**src/rtl/adc_fifo_drain_scheduler.sv**
```systemverilog
// Round-robin drain of per-channel ADC sample FIFOs onto one valid/ready stream:
// one word per channel per frame, with a fill word for a channel that stays empty.
module adc_fifo_drain_scheduler #(
  parameter int                NUM_CH         = 4,
  parameter int                DATA_W         = 32,
  parameter int                TIMEOUT_CYCLES = 1024,
  parameter logic [DATA_W-1:0] FILL_WORD      = '0,
  parameter int                FRAME_W        = 16,
  localparam int               CH_W           = (NUM_CH > 1) ? $clog2(NUM_CH) : 1,
  localparam int               TO_W           = $clog2(TIMEOUT_CYCLES + 1)
) (
  input  logic                     system_clock,
  input  logic                     reset,
  input  logic                     enable,
  input  logic [NUM_CH-1:0]        fifo_rdempty,
  input  logic [NUM_CH*DATA_W-1:0] fifo_q,
  output logic [NUM_CH-1:0]        fifo_rdreq,
  output logic [DATA_W-1:0]        out_data,
  output logic [CH_W-1:0]          out_channel,
  output logic                     out_sof,
  output logic                     out_missing,
  output logic                     out_valid,
  input  logic                     out_ready,
  output logic [FRAME_W-1:0]       frame_count,
  output logic [15:0]              missed_count,
  output logic                     busy
);

  localparam logic [CH_W-1:0] LAST_CH = CH_W'(NUM_CH - 1);
  localparam logic [TO_W-1:0] TO_LAST = TO_W'(TIMEOUT_CYCLES - 1);

  typedef enum logic [2:0] {
    ST_IDLE,
    ST_CHECK,
    ST_REQ,
    ST_WAIT,
    ST_SEND
  } state_e;

  state_e              state_q, state_d;
  logic [CH_W-1:0]     ch_q, ch_d;
  logic [TO_W-1:0]     timer_q, timer_d;
  logic [NUM_CH-1:0]   rdreq_q, rdreq_d;
  logic [DATA_W-1:0]   out_data_q, out_data_d;
  logic [CH_W-1:0]     out_channel_q, out_channel_d;
  logic                out_sof_q, out_sof_d;
  logic                out_missing_q, out_missing_d;
  logic                out_valid_q, out_valid_d;
  logic [FRAME_W-1:0]  frame_count_q, frame_count_d;
  logic [15:0]         missed_count_q, missed_count_d;

  logic                ch_empty;
  logic [DATA_W-1:0]   ch_data;

  // Constant part-selects keep the channel mux clean for any NUM_CH, power of two or not.
  always_comb begin
    ch_empty = 1'b1;
    ch_data  = '0;
    for (int n = 0; n < NUM_CH; n++) begin
      if (ch_q == CH_W'(n)) begin
        ch_empty = fifo_rdempty[n];
        ch_data  = fifo_q[n*DATA_W +: DATA_W];
      end
    end
  end

  // NOTE: every signal gets its hold value first, so no path through the case
  // leaves one unassigned and no latch is inferred.
  always_comb begin
    state_d        = state_q;
    ch_d           = ch_q;
    timer_d        = timer_q;
    rdreq_d        = '0;
    out_data_d     = out_data_q;
    out_channel_d  = out_channel_q;
    out_sof_d      = out_sof_q;
    out_missing_d  = out_missing_q;
    out_valid_d    = out_valid_q;
    frame_count_d  = frame_count_q;
    missed_count_d = missed_count_q;

    unique case (state_q)
      ST_IDLE: begin
        if (enable) begin
          state_d = ST_CHECK;
          ch_d    = '0;
          timer_d = '0;
        end
      end

      ST_CHECK: begin
        // A word arriving on the last timeout cycle is still read, never filled.
        if (!ch_empty) begin
          rdreq_d[ch_q] = 1'b1;
          state_d       = ST_REQ;
        end else if (timer_q == TO_LAST) begin
          out_data_d    = FILL_WORD;
          out_missing_d = 1'b1;
          out_channel_d = ch_q;
          out_sof_d     = (ch_q == '0);
          out_valid_d   = 1'b1;
          if (missed_count_q != 16'hFFFF) begin
            missed_count_d = missed_count_q + 16'd1;
          end
          state_d = ST_SEND;
        end else begin
          timer_d = timer_q + TO_W'(1);
        end
      end

      ST_REQ: begin
        state_d = ST_WAIT;
      end

      ST_WAIT: begin
        out_data_d    = ch_data;
        out_missing_d = 1'b0;
        out_channel_d = ch_q;
        out_sof_d     = (ch_q == '0);
        out_valid_d   = 1'b1;
        state_d       = ST_SEND;
      end

      ST_SEND: begin
        if (out_ready) begin
          out_valid_d = 1'b0;
          timer_d     = '0;
          if (ch_q != LAST_CH) begin
            ch_d    = ch_q + CH_W'(1);
            state_d = ST_CHECK;
          end else begin
            // Frame boundary: the only point after IDLE where enable is looked at.
            frame_count_d = frame_count_q + FRAME_W'(1);
            ch_d          = '0;
            state_d       = enable ? ST_CHECK : ST_IDLE;
          end
        end
      end

      default: begin
        state_d = ST_IDLE;
      end
    endcase
  end

  // NOTE: non-blocking assignments here so every flop samples the values from
  // before this edge, independent of statement order.
  always_ff @(posedge system_clock) begin
    if (reset) begin
      state_q        <= ST_IDLE;
      ch_q           <= '0;
      timer_q        <= '0;
      rdreq_q        <= '0;
      out_data_q     <= '0;
      out_channel_q  <= '0;
      out_sof_q      <= 1'b0;
      out_missing_q  <= 1'b0;
      out_valid_q    <= 1'b0;
      frame_count_q  <= '0;
      missed_count_q <= '0;
    end else begin
      state_q        <= state_d;
      ch_q           <= ch_d;
      timer_q        <= timer_d;
      rdreq_q        <= rdreq_d;
      out_data_q     <= out_data_d;
      out_channel_q  <= out_channel_d;
      out_sof_q      <= out_sof_d;
      out_missing_q  <= out_missing_d;
      out_valid_q    <= out_valid_d;
      frame_count_q  <= frame_count_d;
      missed_count_q <= missed_count_d;
    end
  end

  assign fifo_rdreq   = rdreq_q;
  assign out_data     = out_data_q;
  assign out_channel  = out_channel_q;
  assign out_sof      = out_sof_q;
  assign out_missing  = out_missing_q;
  assign out_valid    = out_valid_q;
  assign frame_count  = frame_count_q;
  assign missed_count = missed_count_q;
  assign busy         = (state_q != ST_IDLE);

endmodule

```
**config.mk**
```make
export PLATFORM = sky130hd
export DESIGN_NAME = adc_fifo_drain_scheduler
export DESIGN_NICKNAME = d
export VERILOG_FILES = /design/src/rtl/adc_fifo_drain_scheduler.sv
export SDC_FILE = /design/constraint.sdc
export NUM_CORES = 1
export LEC_CHECK = 0
export CAP_MARGIN = 40
export CORE_UTILIZATION = 35
export CTS_CLUSTER_SIZE = 25
export DETAILED_ROUTE_END_ITERATION = 7
export GPL_ROUTABILITY_DRIVEN = 1
export PLACE_DENSITY = 0.72
export SYNTH_ARGS = -nofsm -noshare
export SYNTH_HDL_FRONTEND = slang
export SYNTH_SLANG_ARGS = --single-unit
```
**constraint.sdc**
```tcl
create_clock -name system_clock -period 2.6 [get_ports system_clock]
set_clock_uncertainty 0.2 [all_clocks]
set_input_delay 0.26 -clock system_clock [delete_from_list [all_inputs] [get_ports system_clock]]
set_output_delay 0.26 -clock system_clock [all_outputs]
set_load 0.05 [all_outputs]
```
# Word-level counts from Yosys, hierarchy flattened
# Index checks and enable logic that the tools add are counted.
dict set report totals {
  register_bits 89
  input_bits 136
  wordCells 91
}
dict set report op_classes {
  addsub 4
  n_lt_le_gt_ge 2
  eq_ne 16
  muxes 40
  n_bitwise 2
  reduce_logical 16
}
# op n
set ops {}
lappend ops {{2-to-1 mux 32 bit} 6}
lappend ops {{case mux 32 bit (2 select lines)} 1}
lappend ops {{2-to-1 mux 11 bit} 4}
lappend ops {{case mux 11 bit (3 select lines)} 1}
lappend ops {{adder 16 x 1 -> 16 bit, second input constant} 2}
lappend ops {{inequality test 16 bit, second input constant} 1}
lappend ops {{case mux 3 bit (5 select lines)} 1}
lappend ops {{2-to-1 mux 1 bit} 12}
lappend ops {{2-to-1 mux 3 bit} 4}
lappend ops {{inequality test 2 bit, second input constant} 6}
lappend ops {{AND reduction 3 bit} 4}
lappend ops {{adder 11 x 1 -> 11 bit, second input constant} 1}
lappend ops {{equality test 11 x 10 -> 1 bit, second input constant} 1}
lappend ops {{2-to-1 mux 2 bit} 5}
lappend ops {{nonzero test 3 bit} 3}
lappend ops {{case mux 2 bit (2 select lines)} 2}
lappend ops {{AND reduction 4 bit} 2}
lappend ops {{equality test 3 x 2 -> 1 bit, second input constant} 2}
lappend ops {{AND reduction 5 bit} 1}
lappend ops {{equality test 2 bit, second input constant} 2}
lappend ops {{case mux 1 bit (2 select lines)} 2}
lappend ops {{nonzero test 2 bit} 2}
lappend ops {{equality test 3 x 1 -> 1 bit, second input constant} 1}
lappend ops {{equality test 3 bit, second input constant} 1}
lappend ops {{other kinds (12)} 13}

# Logic depth before layout (Yosys ltp)
dict set report logic_depth {
  depth_word 7
  depth_mapped 10
  depth_no_buf 7
}

# Worst setup path before layout
# Ideal clock, no wire load.
dict set report synth_timing {
  kind {register to register}
  start {register missed_count_q[0], in the netlist missed_count[0]}
  end {register missed_count_q[11], in the netlist missed_count[11]}
  setup_ns 0.123
  t_arrival_ns 2.286
  path_slack_ns -0.009
  stages_incl_launch_ff 9
  n_path_buf 2
  path_cell_list {dfxtp_1 > ha_1 > nand2_1 > or3_1 > clkbuf_1 > nor2_1 > buf_2 > nor3_1 > mux2_1}
}
dict set report synth_between {
  elab_chain_len 2
}
# element line_no
set synth_lines {}
lappend synth_lines {{start, declared} 50} ;# logic [15:0] missed_count_q, missed_count_d;
lappend synth_lines {{start signal, assigned} 172} ;# missed_count_q <= missed_count_d;
lappend synth_lines {{parallel branches: the longest is 2 deep, another holds adder 16 x 1 -> 16 bit} --}
# Parallel ways; which one is timed is not known.
# A chain may end at the register's enable or synchronous reset.

# Worst setup path after layout
dict set report layout_timing {
  start {register ch_q[0]}
  end {register missed_count_q[3], in the netlist missed_count[3]}
}
dict set report layout_between {
  elab_chain_len 6
}
# element line_no
set layout_lines {}
lappend layout_lines {{start, declared} 41} ;# logic [CH_W-1:0] ch_q, ch_d;
lappend layout_lines {{start signal, assigned} 163} ;# ch_q <= ch_d;
lappend layout_lines {{logical NOT 2 bit} 60} ;# if (ch_q == CH_W'(n)) begin
lappend layout_lines {{2-to-1 mux 1 bit (3 in series)} 60}
lappend layout_lines {{2-to-1 mux 1 bit *} 60}
lappend layout_lines {{AND reduction 4 bit (no line) *} --}
# Every way passes the cells marked *; elsewhere a longest branch is shown, timed or not.

==> run metrics <==
share of layout cells above drive strength 1 under 10%; TritonCTS buffer count 9; placed cell count 916; pwr dens around 420 nW/um2; Critical path origin ch_q[0]; RSZ-0062 raised after global routing true; Layout area overhead 56.4%; total vias in the final route 5029; Final ANT Viol Nets 0; fin worst setup slack 105 ps; synthesized area 4670 um2; CP Cell Sequence inv_1 > ha_2 > or2_1 > o311ai_4 > nand4_2 > buf_12 > or4_1 > a21oi_1; Avg Inst Size Synth 8.37 um2; fin nets 898; crit end category flop; FMAX 401 MHz; Worst Setup EP missed_count[3]; Routed WL per cell 15.8 um; Adder-Cell Fraction of Synth Area under 10%; Seq pwr share 45.0%; CP Max Fanout 29; Buffers on Ports 209; syn nets between 700 and 800; Layout Cells excl Fill ~930; CP bufs+invs 2; Peak supply drop 0.376 mV; Hold WS 49.7 ps; Worst-path clk slew ~60 ps; Initial Util 36.4%; Yosys reg bits 89; sw frac 22.8%; Synth Area in XOR/XNOR 1.88%; post-synthesis simple-gate area fraction 25.9%; Post-Route WL 14.7 mm; Final Hold Viols 0; Iter 0 DRT Violations 240; number of flops mapped to enable cells by yosys 0; Netlist cell types 55; endpoints failing setup 0; Worst path slowest cell or4_1; r2r setup slk ~110 ps; most frequent standard cell in the layout excluding fill and tap cells clkdlybuf4s50_1; Place WS -3.06 ps; CP max stage delay 510 ps; die area 13800 um2; die height between 100 and 150 um; clock group share of total power 40.8%; standard-cell rows 41; arrival time worst endpoint roughly 2600 ps; r2r endpoint missed_count[3]; Max transition margin 58.8%; DRC 0; Critical Path Source Type flop; width of the die between 100 and 150 um; ys flop type dfxtp_1; Crit path required time roughly 2700 ps; fin crit share a little over nine tenths; H-tree Lvls 3; largest family of logic cells by synthesized area simple AND/OR/NAND/NOR gates; GRT overflow 0; fillers 1149; # diodes 0; gr usage total 21.0%; clk buf depth 2; clock tree from TritonCTS built; LEAKAGE approximately 2.6 nW; launch point of the worst reg-to-reg path ch_q[0]; CTS root buf clkbuf_16; P_sw 0.000706 W; DP HPWL 11.2 mm; Compound-Gate Fraction of Synth Area 25.8%; Comb pwr share 14.2%; design area 7300 um2; Worst Reg-to-Reg Cells 8; Post-CTS Setup Bufs 0; Seq/Total Area, Yosys 38.1%; vias in the first global route 4818; initial antenna violation count 0; io pins 210; Worst-Skew Late Latency 330 ps; asr flop ratio synth 0%; CP top delay family simple AND/OR/NAND/NOR gates; GP Congestion 0.832; DR vias/cell 5.40; Synth warnings 0; Core Box Area ~13000 um2; status completed; Least-Margin Pin Slew 616 ps; first-pass GRT wire length 23.5 mm; critical path class flop to flop; largest net degree at the start of global routing 66; DRT Pass-1 Iters 5; Placement Cell Area 7000 um2; internal power 0.00239 W; worst hold path type input port to flop; Tmin final around 2500 ps; maxcap violations 0; post-synthesis mux area share 1.79%; Slew Limit Fails 0; total power 0.00309 W; Syn Inst Count ~560; WP depth 8; clock sinks 89; most frequent cells in the layout clkdlybuf4s50_1 (208), dfxtp_1 (85), a21oi_1 (59)
## stage by stage
step / util (%) / TNS, ps
after floorplan: - / 0
after global placement: 54.6 / 0
after detailed placement: 54.6 / -3.06
after CTS: 56.9 / 0
after global routing: 57.0 / -13.1
final: 57.0 / 0
## sequential cells by signal, indices dropped and copies added, names as in the netlist
signal	count
ch_q	2
fifo_rdreq	4
frame_count	16
missed_count	16
out_channel	2
out_data	32
out_missing	1
out_sof	1
out_valid	1
state_q	3
timer_q	11
## power groups by stage
stage	Clock (W)	Combinational (W)	Sequential, W
6_report	0.00126	0.000440	0.00139
5_1_grt	0.00134	0.000470	0.00139
4_1_cts	0.00129	0.000440	0.00139
3_5_place_dp	0	0.000438	0.00142
3_3_place_gp	0	0.000434	0.00142
2_1_floorplan	0	0.000139	0.00144
## cell type report
type | instances | area (um2) | share of cell area [%]
Sequential cell | 89 | 1790 | 24.5
Multi-Input combinational cell | 415 | 2690 | 36.9
Timing Repair Buffer | 230 | 2280 | 31.2
Tap cell | 172 | 215 | 2.95
Clock inverter | 5 | 56.3 | 0.771
Inverter | 10 | 37.5 | 0.514
Clock buffer | 11 | 233 | 3.19
## worst min-delay path by stage
stage               cells after the start  slack (ps)           to         from
floorplan                               1         220  timer_q[10]  timer_q[10]
global placement                        1         230  timer_q[10]  timer_q[10]
detailed placement                      1         240  timer_q[10]  timer_q[10]
CTS                                     2          30   timer_q[1]        reset
global route                            2          80   timer_q[1]        reset
finish                                  2          50   timer_q[1]        reset
## per-layer routing
metal	global-route usage (%)	share of wire, %	wire length, um	vias to the layer above
met2	37.0	49	7230	183
met3	5.04	6.9	1020	20
met4	8.09	2.4	360	0
met1	24.5	41	6110	2336
li1	-	-	-	2490
met5	0	0	0	-
## logic make-up after synthesis
logic type / after synthesis
adder cells (fa/ha/maj): 7
AND/OR/NAND/NOR: 219
XOR/XNOR: 10
flip-flops: 89
multiplexers: 8
AO/OA/AOI/OAI: 171
buffers and inverters: 54
## synth_stat cells (all sizes together), types with 2 or more instances
| cell type | count | area (um2) |
|---|---|---|
| o31ai | 7 | 52.6 |
| inv | 10 | 37.5 |
| xor2 | 2 | 17.5 |
| nor4 | 3 | 18.8 |
| nor3 | 41 | 205 |
| nor2b | 40 | 250 |
| nand2b | 4 | 25.0 |
| a221oi | 32 | 280 |
| o21ai | 20 | 100 |
| nor3b | 4 | 35.0 |
| and4 | 3 | 26.3 |
| a211o | 2 | 17.5 |
| nand4 | 7 | 50.1 |
| or2 | 2 | 12.5 |
| a21o | 6 | 45.0 |
| dfxtp | 89 | 1780 |
| nand3b | 2 | 15.0 |
| nand2 | 22 | 82.6 |
| and2 | 8 | 50.1 |
| a21oi | 59 | 295 |
| o2bb2ai | 32 | 280 |
| or4 | 5 | 37.5 |
| mux2 | 3 | 33.8 |
| nor2 | 28 | 105 |
| clkbuf | 32 | 120 |
| xnor2 | 8 | 70.1 |
| ha | 7 | 87.6 |
| or3 | 14 | 87.6 |
| and3 | 5 | 31.3 |
| buf | 12 | 56.3 |
| mux2i | 5 | 50.1 |
| nand3 | 26 | 130 |
## what timing repair did
item                                    CTS  global route
resized for setup                         1             3
endpoints found under the setup margin    1            13
endpoints found under the hold margin     0             0
pin swaps                                 0             0
hold buffers                              0             0
No activity file was read; power rests on OpenSTA's default activity.
